==> src/rtl/calc_exec_if.sv <==
`default_nettype none
// ============================================================================
// Module   : calc_exec_if
// Brief    : Operand/button inputs and LED/status outputs of the calculator
//            execution stage, with master (stimulus) and slave (stage) views.
// Revision : 1.0 - initial release
// ============================================================================
interface calc_exec_if #(
    parameter int WIDTH = 16
);
    logic [3:0]       alu_op_n;
    logic [WIDTH-1:0] sw;
    logic             btnd;
    logic             btnu;
    logic [WIDTH-1:0] led;
    logic             ovf;
    logic             op_err;
    logic             done;
    logic             busy;

    modport master (
        output alu_op_n, sw, btnd, btnu,
        input  led, ovf, op_err, done, busy
    );

    modport slave (
        input  alu_op_n, sw, btnd, btnu,
        output led, ovf, op_err, done, busy
    );
endinterface

`default_nettype wire

==> src/rtl/calc_exec_fsm.sv <==
`default_nettype none
// ============================================================================
// Module   : calc_exec_fsm
// Brief    : Calculator execution stage: synchronises btnd/btnu, applies the
//            latched opcode to a signed accumulator, drives LEDs and flags.
//            Optional button debounce filter: define CALC_DEBOUNCE_EN.
// Revision : 1.0 - initial release
// ============================================================================
module calc_exec_fsm #(
    parameter int WIDTH           = 16,
    parameter int SYNC_STAGES     = 2,        // must be >= 2
    parameter int DEBOUNCE_CYCLES = 1000000
) (
    input  wire logic  clk,
    input  wire logic  rst_n,
    calc_exec_if.slave bus
);

    localparam logic [3:0] c_OP_AND  = 4'b0000;
    localparam logic [3:0] c_OP_OR   = 4'b0001;
    localparam logic [3:0] c_OP_ADD  = 4'b0010;
    localparam logic [3:0] c_OP_SUB  = 4'b0110;
    localparam logic [3:0] c_OP_SLT  = 4'b0111;
    localparam logic [3:0] c_OP_XOR  = 4'b1001;
    localparam logic [3:0] c_OP_NOR  = 4'b1010;
    localparam logic [3:0] c_OP_NAND = 4'b1101;

    localparam int c_MSB = WIDTH - 1;

`ifdef CALC_DEBOUNCE_EN
    localparam int c_DB_EN = 1;
`else
    localparam int c_DB_EN = 0;
`endif

    // Cycles after reset until the filtered button levels reflect the real pins
    localparam int c_SETTLE = SYNC_STAGES + c_DB_EN * DEBOUNCE_CYCLES;
    localparam int c_SET_W  = $clog2(c_SETTLE + 1);

    typedef enum logic [1:0] {
        S_IDLE     = 2'd0,
        S_LATCH    = 2'd1,
        S_EXEC     = 2'd2,
        S_WAIT_REL = 2'd3
    } state_t;

    logic [SYNC_STAGES-1:0] r_btnd_sync;
    logic [SYNC_STAGES-1:0] r_btnu_sync;
    logic                   w_btnd_s;
    logic                   w_btnu_s;
    logic [1:0]             w_sync_lvl;
    logic [1:0]             w_filt;
    logic                   w_btnd_f;
    logic                   w_btnu_f;

    logic [c_SET_W-1:0]     r_settle_cnt;
    logic                   r_settled;

    state_t                 r_state;
    logic [3:0]             r_op_q;
    logic [WIDTH-1:0]       r_b_q;
    logic [WIDTH-1:0]       r_acc;
    logic                   r_ovf;
    logic                   r_op_err;
    logic                   r_done;
    logic                   r_busy;
    logic                   r_btnu_d;

    logic [WIDTH-1:0]       w_sum;
    logic [WIDTH-1:0]       w_diff;
    logic [WIDTH-1:0]       w_result;
    logic                   w_ovf;
    logic                   w_valid;

    always_ff @(posedge clk or negedge rst_n) begin
        if (!rst_n) begin
            r_btnd_sync <= '0;
            r_btnu_sync <= '0;
        end else begin
            r_btnd_sync <= {r_btnd_sync[SYNC_STAGES-2:0], bus.btnd};
            r_btnu_sync <= {r_btnu_sync[SYNC_STAGES-2:0], bus.btnu};
        end
    end

    assign w_btnd_s   = r_btnd_sync[SYNC_STAGES-1];
    assign w_btnu_s   = r_btnu_sync[SYNC_STAGES-1];
    assign w_sync_lvl = {w_btnu_s, w_btnd_s};

`ifdef CALC_DEBOUNCE_EN
    localparam int c_DB_W = $clog2(DEBOUNCE_CYCLES + 1);

    for (genvar gi = 0; gi < 2; gi++) begin : g_debounce
        logic [c_DB_W-1:0] r_cnt;
        logic              r_lvl;

        always_ff @(posedge clk or negedge rst_n) begin
            if (!rst_n) begin
                r_cnt <= '0;
                r_lvl <= 1'b0;
            end else if (w_sync_lvl[gi] != r_lvl) begin
                if (r_cnt == c_DB_W'(DEBOUNCE_CYCLES - 1)) begin
                    r_lvl <= w_sync_lvl[gi];
                    r_cnt <= '0;
                end else begin
                    r_cnt <= r_cnt + 1'b1;
                end
            end else begin
                r_cnt <= '0;
            end
        end

        assign w_filt[gi] = r_lvl;
    end
`else
    assign w_filt = w_sync_lvl;
`endif

    assign w_btnd_f = w_filt[0];
    assign w_btnu_f = w_filt[1];

    // Hold WAIT_REL until the synchroniser/filter has been flushed, so a
    // button held across reset release is seen as still pressed.
    always_ff @(posedge clk or negedge rst_n) begin
        if (!rst_n) begin
            r_settle_cnt <= '0;
            r_settled    <= 1'b0;
        end else if (!r_settled) begin
            r_settle_cnt <= r_settle_cnt + 1'b1;
            if (r_settle_cnt == c_SET_W'(c_SETTLE - 1)) begin
                r_settled <= 1'b1;
            end
        end
    end

    assign w_sum  = r_acc + r_b_q;
    assign w_diff = r_acc - r_b_q;

    always_comb begin
        w_valid  = 1'b1;
        w_ovf    = 1'b0;
        w_result = r_acc;
        case (r_op_q)
            c_OP_AND:  w_result = r_acc & r_b_q;
            c_OP_OR:   w_result = r_acc | r_b_q;
            c_OP_ADD: begin
                w_result = w_sum;
                w_ovf    = (r_acc[c_MSB] == r_b_q[c_MSB]) && (w_sum[c_MSB] != r_acc[c_MSB]);
            end
            c_OP_SUB: begin
                w_result = w_diff;
                w_ovf    = (r_acc[c_MSB] != r_b_q[c_MSB]) && (w_diff[c_MSB] != r_acc[c_MSB]);
            end
            c_OP_SLT:  w_result = {{(WIDTH-1){1'b0}}, ($signed(r_acc) < $signed(r_b_q))};
            c_OP_XOR:  w_result = r_acc ^ r_b_q;
            c_OP_NOR:  w_result = ~(r_acc | r_b_q);
            c_OP_NAND: w_result = ~(r_acc & r_b_q);
            default:   w_valid  = 1'b0;
        endcase
    end

    always_ff @(posedge clk or negedge rst_n) begin
        if (!rst_n) begin
            r_state  <= S_WAIT_REL;
            r_op_q   <= '0;
            r_b_q    <= '0;
            r_acc    <= '0;
            r_ovf    <= 1'b0;
            r_op_err <= 1'b0;
            r_done   <= 1'b0;
            r_busy   <= 1'b0;
            r_btnu_d <= 1'b0;
        end else begin
            r_done   <= 1'b0;
            r_btnu_d <= w_btnu_f;
            if (w_btnu_f) begin
                // Clear wins over everything; done marks only its first cycle
                r_acc    <= '0;
                r_ovf    <= 1'b0;
                r_op_err <= 1'b0;
                r_done   <= ~r_btnu_d;
                r_busy   <= 1'b0;
                r_state  <= S_WAIT_REL;
            end else begin
                case (r_state)
                    S_IDLE: begin
                        if (w_btnd_f) begin
                            r_state <= S_LATCH;
                            r_busy  <= 1'b1;
                        end
                    end
                    S_LATCH: begin
                        r_op_q  <= bus.alu_op_n;
                        r_b_q   <= bus.sw;
                        r_busy  <= 1'b1;
                        r_state <= S_EXEC;
                    end
                    S_EXEC: begin
                        if (w_valid) begin
                            r_acc    <= w_result;
                            r_ovf    <= w_ovf;
                            r_op_err <= 1'b0;
                            r_done   <= 1'b1;
                        end else begin
                            r_op_err <= 1'b1;
                        end
                        r_busy  <= 1'b0;
                        r_state <= S_WAIT_REL;
                    end
                    S_WAIT_REL: begin
                        if (r_settled && !w_btnd_f) begin
                            r_state <= S_IDLE;
                        end
                    end
                    default: begin
                        r_busy  <= 1'b0;
                        r_state <= S_WAIT_REL;
                    end
                endcase
            end
        end
    end

    assign bus.led    = r_acc;
    assign bus.ovf    = r_ovf;
    assign bus.op_err = r_op_err;
    assign bus.done   = r_done;
    assign bus.busy   = r_busy;

endmodule

`default_nettype wire

==> src/flat_wrapper.sv <==
// flat-port wrapper written by rule: the top's interface ports become plain ports
module calc_exec_fsm_flat 
#(
    parameter int WIDTH           = 16,
    parameter int SYNC_STAGES     = 2,                       
    parameter int DEBOUNCE_CYCLES = 1000000
)
  (clk, rst_n, bus_alu_op_n, bus_sw, bus_btnd, bus_btnu, bus_led, bus_ovf, bus_op_err, bus_done, bus_busy);
  calc_exec_if #(.WIDTH(WIDTH)) bus_i ();
  input  wire logic clk;
  input  wire logic rst_n;
  input wire logic [$bits(bus_i.alu_op_n)-1:0] bus_alu_op_n;
  input wire logic [$bits(bus_i.sw)-1:0] bus_sw;
  input wire logic [$bits(bus_i.btnd)-1:0] bus_btnd;
  input wire logic [$bits(bus_i.btnu)-1:0] bus_btnu;
  output wire logic [$bits(bus_i.led)-1:0] bus_led;
  output wire logic [$bits(bus_i.ovf)-1:0] bus_ovf;
  output wire logic [$bits(bus_i.op_err)-1:0] bus_op_err;
  output wire logic [$bits(bus_i.done)-1:0] bus_done;
  output wire logic [$bits(bus_i.busy)-1:0] bus_busy;
  assign bus_i.alu_op_n = bus_alu_op_n;
  assign bus_i.sw = bus_sw;
  assign bus_i.btnd = bus_btnd;
  assign bus_i.btnu = bus_btnu;
  assign bus_led = bus_i.led;
  assign bus_ovf = bus_i.ovf;
  assign bus_op_err = bus_i.op_err;
  assign bus_done = bus_i.done;
  assign bus_busy = bus_i.busy;
  calc_exec_fsm #(.WIDTH(WIDTH), .SYNC_STAGES(SYNC_STAGES), .DEBOUNCE_CYCLES(DEBOUNCE_CYCLES)) u_core (.clk(clk), .rst_n(rst_n), .bus(bus_i));
endmodule
==> config.mk <==
export PLATFORM = sky130hd
export DESIGN_NAME = calc_exec_fsm_flat
export DESIGN_NICKNAME = d
export VERILOG_FILES = /design/src/rtl/calc_exec_if.sv /design/src/rtl/calc_exec_fsm.sv /design/src/flat_wrapper.sv
export SDC_FILE = /design/constraint.sdc
export NUM_CORES = 1
export LEC_CHECK = 0
export ABC_AREA = 1
export CAP_MARGIN = 15
export CORE_ASPECT_RATIO = 1.4
export CORE_MARGIN = 1
export CORE_UTILIZATION = 56
export CTS_CLUSTER_SIZE = 25
export DETAILED_ROUTE_END_ITERATION = 10
export DONT_BUFFER_PORTS = 1
export GPL_ROUTABILITY_DRIVEN = 1
export PLACE_DENSITY = 0.72
export SLEW_MARGIN = 20
export SYNTH_ARGS = -nofsm -noshare
export SYNTH_HDL_FRONTEND = slang
export SYNTH_SLANG_ARGS = --single-unit
export TNS_END_PERCENT = 1
==> constraint.sdc <==
create_clock -name clk -period 1.96 [get_ports clk]
set_input_delay 0.196 -clock clk [delete_from_list [all_inputs] [get_ports clk]]
set_output_delay 0.196 -clock clk [all_outputs]
set_load 0.05 [all_outputs]
======== Word level (Yosys, flattened, before mapping) ========
Index checks and enable logic that the tools add are counted.
storage, ports and cells
  output and inout bits ................... 20
  logic and storage cells ................. 81
  bits of input ports ..................... 24
  register bits ........................... 50
cells by class
  add/subtract/negate cells ............... 3
  bitwise logic cells ..................... 7
  reductions and logical operators ........ 16
  multiplexer cells ....................... 24
  $lt $le $gt $ge ......................... 1
  equality and inequality tests ........... 17
operators with widths
  operator                                                number
  case mux 16 bit (8 select lines)                        1
  2-to-1 mux 16 bit                                       3
  NOT 16 bit                                              2
  adder 16 bit                                            1
  AND 16 bit                                              1
  < comparator 16 bit                                     1
  bitwise OR 16 bit                                       1
  subtractor 16 bit                                       1
  bitwise XOR 16 bit                                      1
  2-to-1 mux 1 bit                                        14
  == test 4 bit (second input constant)                   3
  nonzero test 9 bit                                      1
  == test 4 x 3 -> 1 bit (second input constant)          2
  case mux 2 bit (4 select lines)                         1
  AND reduction 2 bit                                     4
  OR reduction 8 bit                                      1
  2-to-1 mux 2 bit                                        3
  inequality test 3 x 1 -> 1 bit (second input constant)  2
  == test 2 x 1 -> 1 bit (second input constant)          2
  == test 2 bit (second input constant)                   2
  == test 4 x 1 -> 1 bit (second input constant)          1
  == test 4 x 2 -> 1 bit (second input constant)          1
  zero test 4 bit                                         1
  nonzero test 2 bit                                      2
  11 further kinds                                        16

======== Longest topological paths before layout ========
  depth in word-level cells ............... 7
  gate-level depth with buffers ........... 16
  gate-level depth less buffers ........... 16

======== Worst setup path before layout ========
OpenSTA, ideal clock, no wires.
  path kind ............................... register -> register
  from .................................... reg u_core.r_acc[0] (netlist: u_core.bus.led[0])
  to ...................................... reg u_core.r_acc[0] (netlist: u_core.bus.led[0])
  slack ................................... -280 ps
  data arrival time ....................... 2122 ps
  stages on the path, launching flop included .. 16
  path buffers ............................ 0
  cell sequence ........................... dfrtp_1 -> inv_1 -> ha_1 -> fa_1 -> inv_1 -> nand2_1 -> nand3_1 -> nand2_1 -> nand2_1 -> nand2_1 -> nand2_1 -> nand2_1 -> nand3_1 -> nand2_1 -> nand2_1 -> nand2_1
on the way
  word-level cells in the longest chain between the ends .. 6
  elaborated cells between the ends (all ways) .. 12
  classes of those cells .................. 2 x add/sub; 1 x order compare; 4 x mux; 5 x bitwise
RTL lines
  item                                                       RTL line              RTL
  start, declared                                            calc_exec_fsm.sv:62   logic [WIDTH-1:0] r_acc;
  start signal, assigned                                     calc_exec_fsm.sv:199  r_acc <= w_result;
  branches (longest 2 deep; another with subtractor 16 bit)  --
  case mux 16 bit (8 select lines) (*)                       calc_exec_fsm.sv:142  case (r_op_q)
  2-to-1 mux 16 bit (*)                                      calc_exec_fsm.sv:198  if (w_valid) begin
  2-to-1 mux 16 bit (*)                                      calc_exec_fsm.sv:184  case (r_state)
  2-to-1 mux 16 bit (*)                                      calc_exec_fsm.sv:175  if (w_btnu_f) begin
Mark *: on every way between the ends. The select of a mux whose other input is x is not followed.
A chain may end at the register's enable or synchronous reset.

======== Final worst setup path ========
  from .................................... reg u_core.r_acc[2] (netlist: u_core.bus.led[2])
  to ...................................... reg u_core.r_acc[4] (netlist: u_core.bus.led[4])
on the way
  word-level cells in the longest chain between the ends .. 5
  elaborated cells between the ends (all ways) .. 6
  classes of those cells .................. 2 x add/sub; 4 x mux
RTL lines
  item                                                      RTL line
  subtractor 16 bit / adder 16 bit (equally long branches)  calc_exec_fsm.sv:136, calc_exec_fsm.sv:135
  case mux 16 bit (8 select lines) (*)                      calc_exec_fsm.sv:142
  2-to-1 mux 16 bit (*)                                     calc_exec_fsm.sv:198
  2-to-1 mux 16 bit (*)                                     calc_exec_fsm.sv:184
  2-to-1 mux 16 bit (*)                                     calc_exec_fsm.sv:175
Every way passes the cells marked *; elsewhere a longest branch is shown, timed or not. The select of a mux whose other input is x is not followed.

==> metrics.txt <==
Synth Area in Adders=0.153; Pleak=3.49 nW; RSZ-0062 raised after global routing=true; cell taking the most area after synthesis=dfrtp_1; # setup viols final=0; Slew Limit Fails=0; #FFs+latches synth=50; Fin Setup TNS=0 ps; GR Util All Layers=0.383; Post-Place Cells=990; Mean Syn Cell Area=6.30 um2; num ports=44; crit path kind=reg -> reg; final WL=18400 um; commonest non-fill, non-tap cell in the layout=nand2_1; Clock Tree Buf Depth=2; CTS buffer count=5; Design Power=10.2 mW; worst skew pair latency=310 ps; antenna fix cells=0; CTS tree=built; Post-DRT Antenna Nets=0; minimum clock period=1960 ps; pin count of the biggest net entering global routing=51; most frequent cells in the layout=nand2_1, inv_1, buf_4, nor2_1, nand3_1; Detailed Place HPWL=13900 um; wire per inst=18.3 um; peak supply drop=0.00128 V; initial cell density of the core=0.577; Max-cap violations=0; PortBufs=0; hold_ws=48.5 ps; via count=5761; Worst setup EP type=register; status=finished clean; nets@finish=984; syn nets=909; # DRC=0; global-route wire length before repair=28500 um; clock sinks=50; period utilization=0.998; Iteration-0 DRC Markers=532; Filler cells=748; Placeable Area=8980 um2; Synth Area in Compound Gates=0.130; Design Area, Final=6510 um2; Ys Warns=0; die area=9650 um2; vias per inst=5.73; Worst Tran Pin Value=490 ps; simple-gate portion of the synthesized area=0.342; post-synthesis sequential area ratio=0.242; crit start category=register; share of layout cells above drive strength 1=0.258; area share of the largest cell type after synthesis=0.232; first drt pass iteration count=5; HP Class=in -> reg; num rows=41; Cell variety after synth=40; die height=116 um; Max-slew headroom=0.673; Synth Instances=823; post-synthesis mux area share=0; CP required=2140 ps; xor and xnor area share after synthesis=0.00169; worst-path maximum fanout=6; Die Wd=83.3 um; Area contributors post-synth=dfrtp_1, nand2_1, ha_1; Max Clk Rate=511 MHz; RePlAce Congestion=1.05; Netlist Area Pre-Place=5180 um2; Worst Clk Skew=10.5 ps; vias in the first global route=5750; clk root buf=clkbuf_16; H-tree levels=2; Worst-path clk slew=80 ps; initial antenna violation count=0; WP data arrival=2140 ps; Power Dens Cells=1560 nW/um2; largest family of logic cells by synthesized area=simple AND/OR/NAND/NOR gates; Area Growth Syn to Fin=25.6%; Cell Area, Placed=5870 um2; Overflow after GRT=0; Layout Cells excl Fill=1006; Final Hold Viols=0
## final timing paths
| kind | startpoint | to | slack [ps] | cells past startpoint |
|---|---|---|---|---|
| max | u_core.bus.led[2]$_DFFE_PN0P_ | u_core.bus.led[4]$_DFFE_PN0P_ | 4 | 12 |
| min | bus_sw[0] | u_core.r_b_q[0]$_DFFE_PN0P_ | 50 | 2 |
| max reg2reg | u_core.bus.led[2]$_DFFE_PN0P_ | u_core.bus.led[4]$_DFFE_PN0P_ | 4 | 12 |
| min reg2reg | u_core.r_btnd_sync[0]$_DFF_PN0_ | u_core.r_btnd_sync[1]$_DFF_PN0_ | 370 | 0 |
| max in group asynchronous | rst_n | u_core.r_state[0]$_DFFE_PN1P_ | 1260 | 2 |
| min in group asynchronous | rst_n | u_core.r_b_q[13]$_DFFE_PN0P_ | 410 | 2 |
## per-layer routing
layer  track usage  routed length (um)  share of wire
met1         0.412                6520           0.35
met4         0.259                1360          0.074
met2         0.699                9350           0.51
met5             0                   0              0
met3        0.0563                1200          0.065
## where the power goes
group	internal [mW]	switching (mW)
Sequential	1.38	0.343
Combinational	2.86	4.62
Clock	0.489	0.473
Total	4.72	5.44
## cell families (layout without fill, tap and decap cells)
| logic type | count (synthesis) | in the layout |
|---|---|---|
| buf+inv | 167 | 243 |
| xor+xnor | 1 | 1 |
| fa+ha+maj | 62 | 62 |
| simple gates | 423 | 423 |
| flops | 50 | 50 |
| compound gates | 120 | 120 |
## worst max-delay path: stages, from the launching register on
cell	delay (ps)
dfrtp_2	410
inv_1	110
ha_4	240
buf_4	160
nor2_2	160
nand2_2	90
nand3_4	80
buf_6	100
o21ai_0	70
nand2_1	60
nand3_1	100
o21ai_2	150
nand2_1	80
## timing repair
item                       in CTS  in global routing
hold endpoints to repair       52                  0
pin swaps                       0                 16
setup endpoints to repair      12                 14
hold buffers                    4                  0
gates resized for setup        30                 83
setup buffers                   0                  4
## layout make-up
| cell class | instances | area (um2) | area share |
|---|---|---|---|
| sequential | 50 | 1270 | 0.196 |
| tap | 107 | 134 | 0.0206 |
| timing repair buffer | 93 | 746 | 0.115 |
| clock buffer | 5 | 125 | 0.0192 |
| inverter | 142 | 536 | 0.0823 |
| multi-input combinational | 606 | 3660 | 0.563 |
| clock inverter | 3 | 28.8 | 0.00442 |
## metrics by stage
step	util	setup slack, ps
final	0.725	4.28
after floorplan	-	-32.9
after global routing	0.725	-77.0
after detailed placement	0.654	-127
after global placement	0.654	-102
after CTS	0.688	-15.1
## registers in the layout, summed over array words and instances, names as in the netlist
| name | count |
|---|---|
| u_core.bus.led | 16 |
| u_core.r_b_q | 16 |
| u_core.r_op_q | 4 |
| u_core.r_btnd_sync | 2 |
| u_core.r_btnu_sync | 2 |
| u_core.r_settle_cnt | 2 |
| u_core.r_state | 2 |
| u_core.bus.busy | 1 |
| u_core.bus.done | 1 |
| u_core.bus.op_err | 1 |
| u_core.bus.ovf | 1 |
| u_core.r_btnu_d | 1 |
| u_core.r_settled | 1 |
## Yosys cell counts, drive strengths merged
master	n
nand2	253
o2111ai	1
o211ai	5
and3	1
o21bai	3
inv	142
nand3	69
o31ai	1
dfrtp	48
and2	3
xnor2	1
buf	21
o21ai	36
clkbuf	4
nor2	78
o22ai	11
a31oi	1
nor3	9
nand4	8
a21boi	1
fa	2
o211a	1
a21oi	60
ha	60
or2	1
nand3b	1
dfstp	2
(Power assumes the default switching activity.)
